--- config.mk ---
export PLATFORM = sky130hd
export DESIGN_NAME = irq_pending_latch
export DESIGN_NICKNAME = d
export VERILOG_FILES = /design/src/rtl/irq_pending_latch.sv
export SDC_FILE = /design/constraint.sdc
export NUM_CORES = 1
export LEC_CHECK = 0
export BUFFER_PORTS_ARGS = -buffer_cell sky130_fd_sc_hd__clkbuf_2
export CAP_MARGIN = 10
export CORE_MARGIN = 4
export CORE_UTILIZATION = 45
export CTS_BUF_LIST = sky130_fd_sc_hd__clkbuf_4
export DETAILED_ROUTE_END_ITERATION = 7
export PLACE_DENSITY = 0.84
export SLEW_MARGIN = 5
export SYNTH_ARGS = -nofsm -noshare
export SYNTH_HDL_FRONTEND = slang
export SYNTH_SLANG_ARGS = --single-unit
--- constraint.sdc ---
create_clock -name clk -period 3.5 [get_ports clk]
set_input_delay 0.7 -clock clk [delete_from_list [all_inputs] [get_ports clk]]
set_output_delay 0.7 -clock clk [all_outputs]
set_load 0.005 [all_outputs]
--- src/rtl/irq_pending_latch.sv ---
// -----------------------------------------------------------------------------
// irq_pending_latch
//   Feeds the 16-bit priority encoder. Rising edges on req_in become sticky
//   pending bits. The encoder's 0..15 code comes back on ack_idx to clear one
//   bit per cycle. Overflow flags mark events that arrived while the bit was
//   already pending. ack_err pulses when an ack names a bit that is not pending.
//
//   Ports
//     clk          system clock, rising-edge active
//     rst_n        asynchronous active-low reset
//     req_in       request levels; a 0->1 change is an event
//     ack_valid    acknowledge strobe
//     ack_idx      index of the pending bit to clear
//     mask_we      mask write strobe        (IRQ_MASK_EN builds only)
//     mask_wdata   new mask, 1 = enabled    (IRQ_MASK_EN builds only)
//     pending_out  pending & mask, drives the encoder input
//     irq_any      OR of pending_out
//     ovf_flags    sticky per-bit overflow flags
//     ack_err      one-cycle pulse on an ack of a non-pending bit
//
//   Build option
//     IRQ_MASK_EN  adds a writable enable mask. Without it the mask is all ones.
// -----------------------------------------------------------------------------
module irq_pending_latch #(
   parameter int N_REQ = 16,
   parameter int IDX_W = 4
) (
   input  logic             clk,
   input  logic             rst_n,
   input  logic [N_REQ-1:0] req_in,
   input  logic             ack_valid,
   input  logic [IDX_W-1:0] ack_idx,
   input  logic             mask_we,
   input  logic [N_REQ-1:0] mask_wdata,
   output logic [N_REQ-1:0] pending_out,
   output logic             irq_any,
   output logic [N_REQ-1:0] ovf_flags,
   output logic             ack_err
);

   localparam logic [N_REQ-1:0] ONE_HOT0 = {{(N_REQ-1){1'b0}}, 1'b1};

   logic [N_REQ-1:0] req_d;
   logic [N_REQ-1:0] pending;
   logic [N_REQ-1:0] ovf_q;
   logic             ack_err_q;
   logic [N_REQ-1:0] mask;

   logic [N_REQ-1:0] req_edge;
   logic [N_REQ-1:0] clr;
   logic [N_REQ-1:0] ovf_set;

   assign req_edge = req_in & ~req_d;
   assign clr      = ack_valid ? (ONE_HOT0 << ack_idx) : '0;
   // An ack in the same cycle as the new event consumes the old pending
   // occurrence, so that event is not counted as an overflow.
   assign ovf_set  = req_edge & pending & ~clr;

   always_ff @(posedge clk or negedge rst_n) begin
      if (!rst_n) begin
         req_d     <= '0;
         pending   <= '0;
         ovf_q     <= '0;
         ack_err_q <= 1'b0;
      end else begin
         req_d     <= req_in;
         // OR-ing the edge in last gives set priority over clear.
         pending   <= (pending & ~clr) | req_edge;
         ovf_q     <= (ovf_q & ~clr) | ovf_set;
         // Checked against raw pending, so masked bits are still acked cleanly.
         ack_err_q <= ack_valid & ~pending[ack_idx];
      end
   end

`ifdef IRQ_MASK_EN
   always_ff @(posedge clk or negedge rst_n) begin
      if (!rst_n) begin
         mask <= '1;
      end else if (mask_we) begin
         mask <= mask_wdata;
      end
   end
`else
   assign mask = '1;

   logic unused_mask_inputs;
   assign unused_mask_inputs = mask_we ^ (^mask_wdata);
`endif

   assign pending_out = pending & mask;
   assign irq_any     = |pending_out;
   assign ovf_flags   = ovf_q;
   assign ack_err     = ack_err_q;

endmodule

Word level (Yosys, flattened, before mapping)

Index checks and enable logic that the tools add are counted.

Register bits after elaboration: 49
Bits of input ports: 40
Word-level logic and storage cells: 21
Output and inout bits: 34

Multiplexer cells: 3
Reduce and logical (&&, ||, !) cells: 1
Shift-type cells: 1
Bitwise gates (word level): 11
Order comparisons: 1

Operator list:

| kind                 | number |
|---|---|
| $and 16x16->16       | 5 |
| $not 16->16          | 2 |
| $or 16x16->16        | 2 |
| $mux 16              | 1 |
| $reduce_or 16->1     | 1 |
| $shl 1x4->16 const A | 1 |
| $lt 4x5->1 const B   | 1 |
| $bmux 1 s4           | 1 |
| $and 1x1->1          | 1 |
| $mux 1               | 1 |
| $not 1->1            | 1 |

Depth between registers and ports, before layout

Gate-level depths: netlist of run 1.

Depth in word-level cells: 5
Mapped depth: 5
Gate-level depth less buffers: 3

Worst setup path before layout of run 1

Ideal clock, no wire load.

Path kind: input-to-reg
From: input port ack_idx[0]
To: register ack_err_q (netlist: ack_err)
Data arrival time: 1596 ps
Required time: 3435 ps
Stages: 4
Buffers on the path: 1
Slack: 1839 ps
Setup time: 65 ps
Path through: buf_6 mux4_1 mux2i_1 o211a_1

Longest elaborated chain between the ends: 4

RTL lines:

| item                         | RTL line | source |
|---|---|---|
| from (decl)                  | 32       | `input logic [IDX_W-1:0] ack_idx,` |
| $bmux 1 s4                   | 71       | `ack_err_q <= ack_valid & ~pending[ack_idx];` |
| $mux 1 (implied by the code) | 71       |  |
| $not 1->1                    | 71       |  |
| $and 1x1->1                  | 71       |  |
| to (signal assigned)         | 71       |  |
| to (decl)                    | 46       | `logic ack_err_q;` |

No other way between the ends. The select of a mux whose other input is x is not followed.

Worst setup path after layout of run 1

From: register pending[3] (netlist: pending_out[3])
To: output port irq_any

Longest elaborated chain between the ends: 1

RTL lines:

| item                   | RTL line | source |
|---|---|---|
| from (decl)            | 44       | `logic [N_REQ-1:0] pending;` |
| from (signal assigned) | 68       | `pending <= (pending & ~clr) \| req_edge;` |
| $reduce_or 16->1       | 91       | `assign irq_any = \|pending_out;` |
| to (decl)              | 36       | `output logic irq_any,` |

No other way between the ends.

==> impl_metrics.toml, run 1 <==
[outcome]
outcome = "completed"

[cts]
cts.clk_slew.worst_paths_ns = 0.13
cts_root_buffer = "clkbuf_4"
ctsHoldBuffers = 0
cts.path.max_buffers = 2
cts_setup_buffers = 0
worstSkewPairLatency_ns = 0.36
h-tree-depth = 2
cts_buffers = 5
cts-resized-gates = 0
clock-sinks = 49
cts_tree = "yes"

[worst_setup_path]
critPathRequiredTime_ns = 2.80
critical_path.max_fanout = 5
path_class = "reg2out"
critPathLaunchType = "flip-flop"
critPathCaptureType = "primary output"
cp.arrival_ns = 1.51

[drt]
vias = 1429
firstDrtPassIters = 4
dr.first_iter.drc_count = 106
wl_per_cell_um = 15.2
routed_wl_um = 4070
postRouteAntennaNets = 0
vias_per_cell = 5.35
drcViolationCount = 0

[die]
num_rows = 23
core_area_um2 = 4120
dieArea_um2 = 5460
die_h_um = 73.9
die_w_um = 73.9
initial_utilization_pct = 47.5
io_pins = 74

[timing]
relSlewSlack_pct = 54.4
worstMarginPinSlew_ns = 0.683
hold_viol_final = 0
setup_viol = 0
fin_skew_ns = 0.00521
clock.fmax_ghz = 0.453
period_needed_ns = 2.21
fin_crit_sh_pct = 63.1
slew_viol_final = 0
rsz0062_at_grt = "false"
setup_tns_ns = 0

[pwr]
power_mw = 0.995
peakVddDrop_mv = 0.221
p_leak_nw = 0.986
power_density_nw_per_um2 = 433

[grt]
grt_pass1_wl_um = 6840
overflow = 0
antenna_found_initial = 0
grt_pass1_vias = 1383
grt_max_degree = 28
grt_usage_pct = 16.7

[placement]
hpwl_um = 3030
dp_cells = 259
port_buffers = 56
postPlaceCellArea_um2 = 2250
gp_congestion = 0.755

[final_layout]
n_antenna_cell = 0
nets = 256
areaGrowthSynthToFinish_pct = 17.6
finalNonFillerCells = 267
drive_gt1_share_pct = 30.4
final_area_um2 = 2300

[min_path]
hold_class = "in2async"

[yosys]
synthXorXnorAreaFrac_pct = 0
syn_avg_cell_area_um2 = 12.1
synth_top_family_by_area = "compound AO/OA/AOI/OAI gates"
synthMuxAreaShare_pct = 5.50
syn_inst = 161
synth_seq_area_share_pct = 62.7
yosys_warnings = 0
synth_fa_ha_area_share_pct = 0
syn-num-nets = 201
syn_area_um2 = 1960
synth_compound_area_share_pct = 15.5
synth.distinct_cells = 23
synth-seq-cells = 49
yosys.area_share.simple_pct = 12.8

[run]
max_cap_viol_count = 0
## metrics by stage
step	utilization [%]	hold WS, ns	worst slack [ns]
after floorplan	-	0.404	1.84
after global placement	54.7	0.517	1.50
after detailed placement	54.7	0.515	1.46
after CTS	55.9	0.306	1.28
after global routing	55.9	0.322	1.19
final	55.9	0.294	1.29
## logic make-up after synthesis
kind of cell    count (synthesis)
compound gates                 50
simple gates                   45
flops                          49
mux                             5
buf+inv                        12
## layer usage
metal,share of wire (%),global-route usage (%),vias up,wire (um)
met5,0,0,-,0
met4,1.4,4.83,0,55
met3,8.1,4.51,7,330
met2,47,25.4,56,1920
met1,43,23.5,685,1770
li1,-,-,681,-
## layout make-up
| type | instances | area [um2] |
|---|---|---|
| repair buffers | 57 | 288 |
| multi-input cells | 100 | 662 |
| flip-flops and latches | 49 | 1230 |
| inverters | 3 | 11.3 |
| well taps | 50 | 62.6 |
| fillers | 359 | 1820 |
| clock buffers | 5 | 37.5 |
| clock inverters | 3 | 12.5 |
## worst paths after layout
kind                            startpoint           end  slack, ns  depth (start not counted)
max                         pending_out[3]       irq_any       1.29                          3
min                                  rst_n      req_d[3]       0.29                          1
max reg2reg                pending_out[13]       ack_err       2.18                          3
min reg2reg                   ovf_flags[0]  ovf_flags[0]       0.54                          2
max in group asynchronous            rst_n     req_d[10]       2.46                          2
min in group clk                 req_in[6]      req_d[6]       0.45                          1
## placed cells by master, fill, tap and decap left out, types with 2 or more instances in the layout
| cell | instances |
|---|---|
| a21o_1 | 15 |
| a21oi_1 | 27 |
| a31oi_1 | 6 |
| and3b_1 | 2 |
| clkbuf_2 | 56 |
| clkbuf_4 | 5 |
| clkinv_1 | 2 |
| dfrtp_1 | 49 |
| inv_1 | 3 |
| mux4_1 | 2 |
| mux4_2 | 2 |
| nand2_1 | 13 |
| nand3_1 | 4 |
| nor2_1 | 2 |
| nor2b_1 | 17 |
| nor4_1 | 4 |
## flip-flops by register name, summed over array words and instances (netlist names)
register / count
pending_out: 16
ack_err: 1
req_d: 16
ovf_flags: 16
## synth_stat cells
cell / n / area (um2)
mux4_2: 2 / 45.0
and3_1: 1 / 6.26
a21o_1: 15 / 113
buf_6: 1 / 11.3
nor4_1: 4 / 25.0
and3b_1: 2 / 17.5
dfrtp_1: 49 / 1230
clkbuf_1: 4 / 15.0
o211a_1: 1 / 10.0
buf_8: 1 / 15.0
inv_1: 3 / 11.3
buf_2: 3 / 15.0
nor2_1: 2 / 7.51
nand2_1: 13 / 48.8
a31oi_1: 6 / 37.5
nand4_1: 1 / 6.26
mux4_1: 2 / 52.6
nor2b_1: 17 / 106
a21oi_1: 27 / 135
nor3b_2: 1 / 12.5
mux2i_1: 1 / 10.0
nand3_1: 4 / 20.0
a22o_1: 1 / 8.76
## worst max-delay path, stage by stage, from the launching register on
cell and delay, ns:
dfrtp_1 0.44, nor4_1 0.38, nand4_1 0.18, clkbuf_2 0.15
## where the power goes
part / leakage, nW / internal, mW / switching [mW]
clock network: 0.0300 / 0.0729 / 0.165
logic: 0.454 / 0.0596 / 0.0654
registers: 0.501 / 0.604 / 0.0280
total: 0.986 / 0.737 / 0.258
Note: power is estimated with default switching activity, not from simulation.
==> run 2: changes to the inputs <==
--- a/config.mk
+++ b/config.mk
@@ -11,7 +11,7 @@
 export CORE_UTILIZATION = 45
 export CTS_BUF_LIST = sky130_fd_sc_hd__clkbuf_4
 export DETAILED_ROUTE_END_ITERATION = 7
-export PLACE_DENSITY = 0.84
+export PLACE_DENSITY = 0.87
 export SLEW_MARGIN = 5
 export SYNTH_ARGS = -nofsm -noshare
 export SYNTH_HDL_FRONTEND = slang
==> constraint.sdc (replaced) <==
create_clock -name clk -period 1.8 [get_ports clk]
set_input_delay 0.36 -clock clk [delete_from_list [all_inputs] [get_ports clk]]
set_output_delay 0.36 -clock clk [all_outputs]
set_load 0.005 [all_outputs]
==> run 2 against run 1 <==
  * Combinational power up 120%
  * Flip-flop and latch count did not move
  * Worst setup slack got worse by 1.3 ns
  * Utilization rose by 3.4 points
  * Non-clock buffer count up 14
  * Total power is 99% higher
  * Register-to-register slack got worse by 1.7 ns
  * Sequential share of layout area is 3.0 points lower
  * Via count rose by 2.7%
==> impl_metrics.toml, run 2 (synthesis results as in run 1) <==
[die]
io_pins = 74
die_h_um = 73.9
initial_utilization_pct = 47.5
core_area_um2 = 4120
die_w_um = 73.9
num_rows = 23
dieArea_um2 = 5460

[worst_setup_path]
cp_slowest_stage_delay_ns = 0.42
critical_path.max_fanout = 2
worst-path-buf-inv = 1
r2r_slack_ns = 0.44
reg2reg_from = "pending_out[9]"
cpLargestDelayFamily = "simple AND/OR/NAND/NOR gates"
critPathCaptureType = "primary output"
worstRegToRegCells = 3
cp.arrival_ns = 1.43
r2r_end = "ack_err"
slowest_stage = "dfrtp_1"
critPathLaunchType = "flip-flop"
path_class = "reg2out"
worstSetupPathDepth = 3
critPathRequiredTime_ns = 1.44
cp_cell_sequence = "nor4_2 -> nand4_1 -> clkbuf_2"

[drt]
drcViolationCount = 0
vias = 1467
wl_per_cell_um = 14.9
routed_wl_um = 4190
vias_per_cell = 5.22
postRouteAntennaNets = 0
firstDrtPassIters = 4
dr.first_iter.drc_count = 142

[final_layout]
n_fill_cell = 336
layout_commonest_cell = "clkbuf_2"
final_util_pct = 59.3
n_antenna_cell = 0
final_area_um2 = 2440
drive_gt1_share_pct = 35.9
nets = 270
final_cell_mix = "clkbuf_2, dfrtp_1, a21oi_1, nor2b_1, a21o_1"
multiInputGateArea_um2 = 681
regArea_um2 = 1230
areaGrowthSynthToFinish_pct = 24.8

[grt]
grt_pass1_vias = 1411
grt-busiest-layer = "met1"
grt_pass1_wl_um = 7040
grt_usage_pct = 17.4
use_met1_pct = 25.5
grt.met3_usage_pct = 3.83
antenna_found_initial = 0
grt_use_met2_pct = 24.7
grt_max_degree = 31
overflow = 0

[placement]
postPlaceCellArea_um2 = 2310
port_buffers = 56
gp_congestion = 0.776
hpwl_um = 3230

[timing]
relSlewSlack_pct = 64.3
slew_viol_final = 0
hold_viol_final = 0
whs_ns = 0.0924
worstMarginPinSlew_ns = 0.536
fin_crit_sh_pct = 99.2
rsz0062_at_grt = "true"
setup_viol = 0
fin_skew_ns = 0.00800
clock.fmax_ghz = 0.560
period_needed_ns = 1.79

[min_path]
worstHoldStart = "req_in[1]"
min_path_cells = 1
min_to = "req_d[1]"
hold_class = "in2reg"

[cts]
h-tree-depth = 2
clock-sinks = 49
cts_buffers = 5
cts_root_buffer = "clkbuf_4"
worstSkewPairLatency_ns = 0.37
cts_tree = "yes"
cts.path.max_buffers = 2
cts.clk_slew.worst_paths_ns = 0.13

[pwr]
p_leak_nw = 1.06
power_density_nw_per_um2 = 811
peakVddDrop_mv = 0.456

[run]
max_cap_viol_count = 0

[outcome]
outcome = "completed"
## run 2: cell count changes in the layout (fill, tap and decap cells not counted), sizes merged
cell         previous run  this run
buf                     1        14
dlygate4sd3             0         1
## run 2: final cells by class
type                            instances  area share (%)
Clock buffer                            5            1.54
Clock inverter                          3           0.513
Inverter                                3           0.462
Multi-Input combinational cell        100            27.9
Sequential cell                        49            50.3
Tap cell                               50            2.56
Timing Repair Buffer                   71            16.7
## run 2: where the power goes
part | internal (mW) | switching (mW)
combinational | 0.141 | 0.138
sequential | 1.18 | 0.0544
clock | 0.142 | 0.329
total | 1.46 | 0.522
## run 2: worst register-to-register path, delay by kind of cell, from the launching register on
kind	cells	cell delay, ns
muxes	1	0.48
DFF	1	0.47
AOI/OAI and AO/OA	2	0.35
## run 2: layer usage
| layer | up-vias | wire, um |
|---|---|---|
| li1 | 715 | - |
| met1 | 697 | 1940 |
| met2 | 48 | 1870 |
| met3 | 7 | 306 |
| met4 | 0 | 66 |
| met5 | - | 0 |
## run 2: per-stage QoR
| stage | worst slack, ns | total power, mW | cells | TNS, ns |
|---|---|---|---|---|
| floorplan | 0.479 | 1.36 | 161 | 0 |
| global placement | 0.235 | 1.50 | 266 | 0 |
| detailed placement | 0.230 | 1.52 | 266 | 0 |
| CTS | 0.00382 | 1.99 | 277 | 0 |
| global route | -0.0578 | 2.10 | 281 | -0.0578 |
| finish | 0.0145 | 1.98 | 281 | 0 |
## run 2: worst max path at each step
stage / from / slack, ns / end
after floorplan: ack_idx[0] / 0.48 / ack_err
after global placement: ack_idx[0] / 0.24 / ack_err
after detailed placement: ack_idx[0] / 0.23 / ack_err
after CTS: pending_out[3] / 0.004 / irq_any
after global routing: pending_out[2] / -0.06 / irq_any
final: pending_out[3] / 0.01 / irq_any
## run 2: timing repair
action,in CTS,in global routing
endpoints found under the setup margin,1,1
hold buffers,1,0
hold endpoints to repair,19,0
buffers inserted,2,4
gates resized for setup,2,2
